--- config.mk ---
export PLATFORM = sky130hd
export DESIGN_NAME = stream_width_down
export DESIGN_NICKNAME = d
export VERILOG_FILES = /design/src/rtl/stream_width_down.sv
export SDC_FILE = /design/constraint.sdc
export NUM_CORES = 1
export LEC_CHECK = 0
export CORE_MARGIN = 4
export CORE_UTILIZATION = 35
export DETAILED_ROUTE_END_ITERATION = 8
export RECOVER_POWER = 50
export SLEW_MARGIN = 20
export SYNTH_ARGS = -nofsm -noshare
export SYNTH_HDL_FRONTEND = slang
export SYNTH_SLANG_ARGS = --single-unit
--- constraint.sdc ---
create_clock -name clk_i -period 2.2 [get_ports clk_i]
set_clock_uncertainty 0.15 [all_clocks]
set_input_delay 0.44 -clock clk_i [delete_from_list [all_inputs] [get_ports clk_i]]
set_output_delay 0.44 -clock clk_i [all_outputs]
set_load 0.01 [all_outputs]
--- src/rtl/stream_width_down.sv ---
// rtl/stream_width_down.sv - reader-side gearbox: pops wide words, replays each as ratio_p narrow beats
module stream_width_down #(
  parameter int width_p     = 32,
  parameter int ratio_p     = 4,
  parameter int msb_first_p = 0
) (
  input  logic                         clk_i,
  input  logic                         reset_i,
  input  logic                         valid_i,
  input  logic [width_p-1:0]           data_i,
  output logic                         ready_o,
  output logic                         valid_o,
  output logic [width_p/ratio_p-1:0]   data_o,
  output logic                         last_o,
  input  logic                         ready_i
);

  localparam int nw    = width_p / ratio_p;
  localparam int cnt_w = ($clog2(ratio_p) > 1) ? $clog2(ratio_p) : 1;
  localparam logic [cnt_w-1:0] last_cnt = cnt_w'(ratio_p - 1);

  localparam logic [0:0] st_empty = 1'b0;
  localparam logic [0:0] st_busy  = 1'b1;

  if ((width_p % ratio_p) != 0 || ratio_p < 2) begin : g_bad_params
    $error("stream_width_down: width_p must be a multiple of ratio_p and ratio_p >= 2");
  end

  logic [0:0]         state_r;
  logic [cnt_w-1:0]   cnt_r;
  logic [width_p-1:0] word_r;
  logic               busy;
  logic               xfer;
  logic               accept;

  assign busy    = (state_r == st_busy);
  assign valid_o = busy;
  assign last_o  = busy && (cnt_r == last_cnt);
  assign xfer    = busy && ready_i;
  // Only a finishing last beat frees the word register, so ready_o never looks at valid_i.
  assign ready_o = !busy || (last_o && ready_i);
  assign accept  = valid_i && ready_o;

  always_comb begin
    data_o = '0;
    for (int k = 0; k < ratio_p; k++) begin
      if (cnt_r == cnt_w'(k)) begin
        data_o = word_r[((msb_first_p != 0) ? (ratio_p - 1 - k) : k) * nw +: nw];
      end
    end
  end

  always_ff @(posedge clk_i or posedge reset_i) begin
    if (reset_i) begin
      state_r <= st_empty;
      cnt_r   <= '0;
      word_r  <= '0;
    end else if (accept) begin
      word_r  <= data_i;
      cnt_r   <= '0;
      state_r <= st_busy;
    end else if (xfer) begin
      if (last_o) begin
        state_r <= st_empty;
        cnt_r   <= '0;
      end else begin
        cnt_r <= cnt_r + 1'b1;
      end
    end
  end

endmodule

Word level (Yosys, flattened, before mapping)
Index checks and enable logic that the tools add are counted.

operators by class
  $add $sub $neg = 1
  multiply operators = 0
  divide/modulo/power cells = 0
  magnitude comparators = 0
  equal/unequal tests = 3
  shift-type cells = 0
  muxes and demuxes = 10
  bitwise logic cells = 0
  reductions and logical operators = 10

operators by type and width
  kind                                                  number
  two-way mux 8 bit                                     4
  two-way mux 2 bit                                     3
  equality test 2 bit (second input constant)           2
  logical AND 1 bit                                     4
  nonzero test 2 bit                                    2
  two-way mux 1 bit                                     3
  adder 2 x 1 -> 2 bit (second input constant)          1
  equality test 2 x 1 -> 1 bit (second input constant)  1
  zero test 2 bit                                       1
  AND reduction 2 bit                                   1
  zero test 1 bit                                       1
  logical OR 1 bit                                      1

word-level totals
  register bits = 35
  latch bits = 0
  memory bits (writable) = 0
  bits in read-only memories = 0
  output and inout bits = 11
  logic and storage cells = 27
  memories = 0

Depth between registers and ports, before layout
  depth in word-level cells = 7
  mapped depth = 5

Worst setup path before layout
No wires, ideal clock.

  path type = register to output
  start point = reg cnt_r[0]
  end point = out data_o[0]
  data arrival time = 1319 ps
  required time = 1610 ps
  slack = 291 ps
  cell stages (with the launch flop) = 5
  buffers on the path = 1
  path through = dfrtp_1 > ha_1 > clkbuf_1 > nor2_1 > a31oi_1

between the ends
  cells in the longest elaborated chain, start to end = 5

ends and longest elaborated chain
  element                         RTL line  RTL
  start: declaration              30        logic [cnt_w-1:0] cnt_r;
  start signal: assignment        67        cnt_r <= cnt_r + 1'b1;
  zero test 2 bit                 47        if (cnt_r == cnt_w'(k)) begin
  two-way mux 8 bit (3 in a row)  47
  two-way mux 8 bit *             47
  end: declaration                13        output logic [width_p/ratio_p-1:0] data_o,

Every way passes the cells marked *; elsewhere a longest branch is shown, timed or not.

Worst setup path after layout
  start point = reg cnt_r[1]
  end point = out data_o[0]

Same word-level chain as after synthesis.

==> flow_metrics.env <==
export IMPL_final_cell_area_um2=2630
export IMPL_finalSetupViolCount=1
export IMPL_yosysSeqAreaShare=0.482
export IMPL_synth_ff_type="dfrtp_1"
export IMPL_cp_cell_sequence="buf_6 -> ha_4 -> inv_4 -> o2bb2ai_1 -> a31oi_1 -> clkdlybuf4s15_2"
export IMPL_synth_edf_count=0
export IMPL_grt_first_pass_wirelength_um=6900
export IMPL_synth_largest_area_cell="dfrtp_1"
export IMPL_antenna_found_initial=0
export IMPL_period_share=1.01
export IMPL_worstPathRequired_ns=1.61
export IMPL_slew_headroom=0.425
export IMPL_drtAntennaViolNets=0
export IMPL_hold_buffers=0
export IMPL_first_pass_iters=4
export IMPL_ir_drop_v=0.000724
export IMPL_io_buffers=46
export IMPL_async_flop_share=1.00
export IMPL_die_height_um=80.1
export IMPL_cts_tree="built"
export IMPL_path_class="reg -> out"
export IMPL_synth_warnings=0
export IMPL_final_cells=259
export IMPL_crit_fanout=8
export IMPL_design_core_area_um2=4880
export IMPL_place_hpwl_um=3140
export IMPL_endpoint_kind="output port"
export IMPL_via_per_inst=4.79
export IMPL_grt_overflow_total=0
export IMPL_clk_path_buf_depth=2
export IMPL_critPathLaunchType="register"
export IMPL_placementRows=25
export IMPL_hold_viol_final=0
export IMPL_drv_cap=0
export IMPL_crit_path_max_incr_delay_ns=0.39
export IMPL_place_ws_ns=-0.290
export IMPL_placed_area_um2=2400
export IMPL_hp_class="reg -> reg"
export IMPL_synth_top_cell_area_share=0.482
export IMPL_synth_most_common_cell="dfrtp_1"
export IMPL_drtIter0Drc=63
export IMPL_syn_to_final_growth_pct=44.5
export IMPL_rsz0062_at_grt="yes"
export IMPL_slew_violations=0
export IMPL_synth_area_top_cells="dfrtp_1, mux2_4, nand3b_1"
export IMPL_synth_top_family_by_area="multiplexers"
export IMPL_synth_simple_area_share=0.0964
export IMPL_worstMarginPinSlew_ns=0.862
export IMPL_clk_latency_ns=0.29
export IMPL_first_global_vias=1362
export IMPL_fmax_mhz=450
export IMPL_avgSynthCellArea_um2=13.9
export IMPL_wl_um=4220
export IMPL_htreeDepth=2
export IMPL_slowest_stage="dfrtp_1"
export IMPL_pwr_density_cell_nw_per_um2=1390
export IMPL_p_leak_uw=0.00120
export IMPL_violations="negative setup slack"
export IMPL_wl_per_cell_um=16.3
export IMPL_synth_compound_area_frac=0.0812
export IMPL_clk_pin_slew_worst_paths_ns=0.07
export IMPL_grt_max_degree=36
export IMPL_total_power_uw=3660
export IMPL_start_util=0.373
export IMPL_muxShareOfSynthArea=0.266
export IMPL_status="finished with violations"
export IMPL_regToRegStartpoint="cnt_r[1]"
export IMPL_setup_slack_ns=-0.0203
export IMPL_synthesis_area_um2=1820
export IMPL_synth_cell_types=23
export IMPL_fp_dieArea_um2=6410
export IMPL_vias=1240
export IMPL_gp_congestion=0.784
export IMPL_final_nets=231
export IMPL_synth_common_cells="dfrtp_1, mux2_4, nand2_1, nand3b_1, a31oi_1"
export IMPL_drc=0
export IMPL_n_antenna_cell=0
export IMPL_cts_sinks=35
export IMPL_arrival_ns=1.63
export IMPL_synthAdderAreaFrac=0.0275
export IMPL_fillCellCount=432
export IMPL_synth_xor_area_frac=0
export IMPL_hp_start="word_r[11]"
export IMPL_ctsRootBufferMaster="clkbuf_8"
export IMPL_dp_cells=248
export IMPL_synth_net_count=171
export IMPL_ioPinCount=47
export IMPL_chipWidth_um=80.1
export IMPL_synth_seq_cells=35
export IMPL_crit_start="cnt_r[1]"
export IMPL_post_route_min_period_ns=2.22
export IMPL_cts_inserted_buffers=5
export IMPL_netlist_instances=131
export IMPL_layout_drive_gt1_share=0.432
export IMPL_grtUsageTotal=0.143
-- sequential cells by signal (all words and copies together) (netlist names) --
| register | count |
|---|---|
| word_r | 32 |
| cnt_r | 2 |
| valid_o | 1 |
-- power by group --
| part | switching [µW] | internal (µW) | total, µW |
|---|---|---|---|
| Sequential | 237 | 967 | 1200 |
| Clock | 236 | 367 | 602 |
| Combinational | 759 | 1100 | 1860 |
-- area by class of cell --
class | instances | area, µm² | area share
Clock buffer | 6 | 82.6 | 0.0314
Clock inverter | 2 | 35.0 | 0.0133
Inverter | 4 | 17.5 | 0.00667
Multi-Input combinational cell | 86 | 970 | 0.369
Sequential cell | 35 | 877 | 0.334
Tap cell | 67 | 83.8 | 0.0319
Timing Repair Buffer | 59 | 562 | 0.214
-- cell usage in the layout (no fill, tap or decap), types with 2 or more instances in the layout --
cell type        synthesis  layout
nand2_1                  9       9
buf_12                   3       3
buf_4                    0       7
ha_4                     0       4
nor2_2                   0       2
buf_6                    0       2
o22ai_2                  0       3
clkbuf_2                 0       2
nand3b_1                 9       9
dfrtp_1                 35      34
a31oi_1                  8       8
mux2_4                  30      30
clkdlybuf4s50_1          0      34
inv_1                    4       2
nor2_1                   7       4
mux2_2                   2       2
clkbuf_8                 0       6
dlygate4sd3_1            0       2
o2bb2ai_2                0       4
buf_2                    0       7
-- layer usage --
metal,wire length (µm),global-route usage,up-vias
li1,-,-,595
met1,1950,0.188,607
met2,2060,0.224,36
met3,196,0.0516,2
met4,15,0.0355,0
met5,0,0,-
-- path summary, 6_finish.rpt --
check                             end  slack (ns)  cells past startpoint
max                         data_o[0]       -0.02                      6
min reg2reg                word_r[11]        0.37                      1
min in group asynchronous  word_r[26]        0.69                      3
max in group asynchronous    cnt_r[0]        0.62                      3
max reg2reg                word_r[19]        0.13                      8
min                        word_r[11]        0.37                      1
-- cells by family (layout without fill, tap and decap cells) --
kind of cell	Yosys count	count (layout)
adder cells (fa/ha/maj)	4	4
flip-flops	35	35
buffers and inverters	10	71
multiplexers	33	33
AND/OR/NAND/NOR	30	30
AO/OA/AOI/OAI	19	19
-- worst max-delay path, delay by kind of cell, from the launching register on --
family	cells	cell delay, ns
compound gates	2	0.26
fa+ha+maj	1	0.19
buf+inv	3	0.51
flops	1	0.39
-- through the flow --
stage	util	hold slack, ns	setup TNS, ns
finish	0.538	0.368	-0.0203
global route	0.538	0.381	-0.247
CTS	0.531	0.368	-0.424
detailed placement	0.493	0.343	-2.27
global placement	0.493	0.344	-1.55
floorplan	-	0.330	0
-- repair_timing --
action | 4_1_cts | 5_1_grt
pin swaps | 0 | 2
setup buffers | 2 | 1
setup endpoints to repair | 10 | 10
gates resized for setup | 40 | 22
No activity file was read; power rests on OpenSTA's default activity.
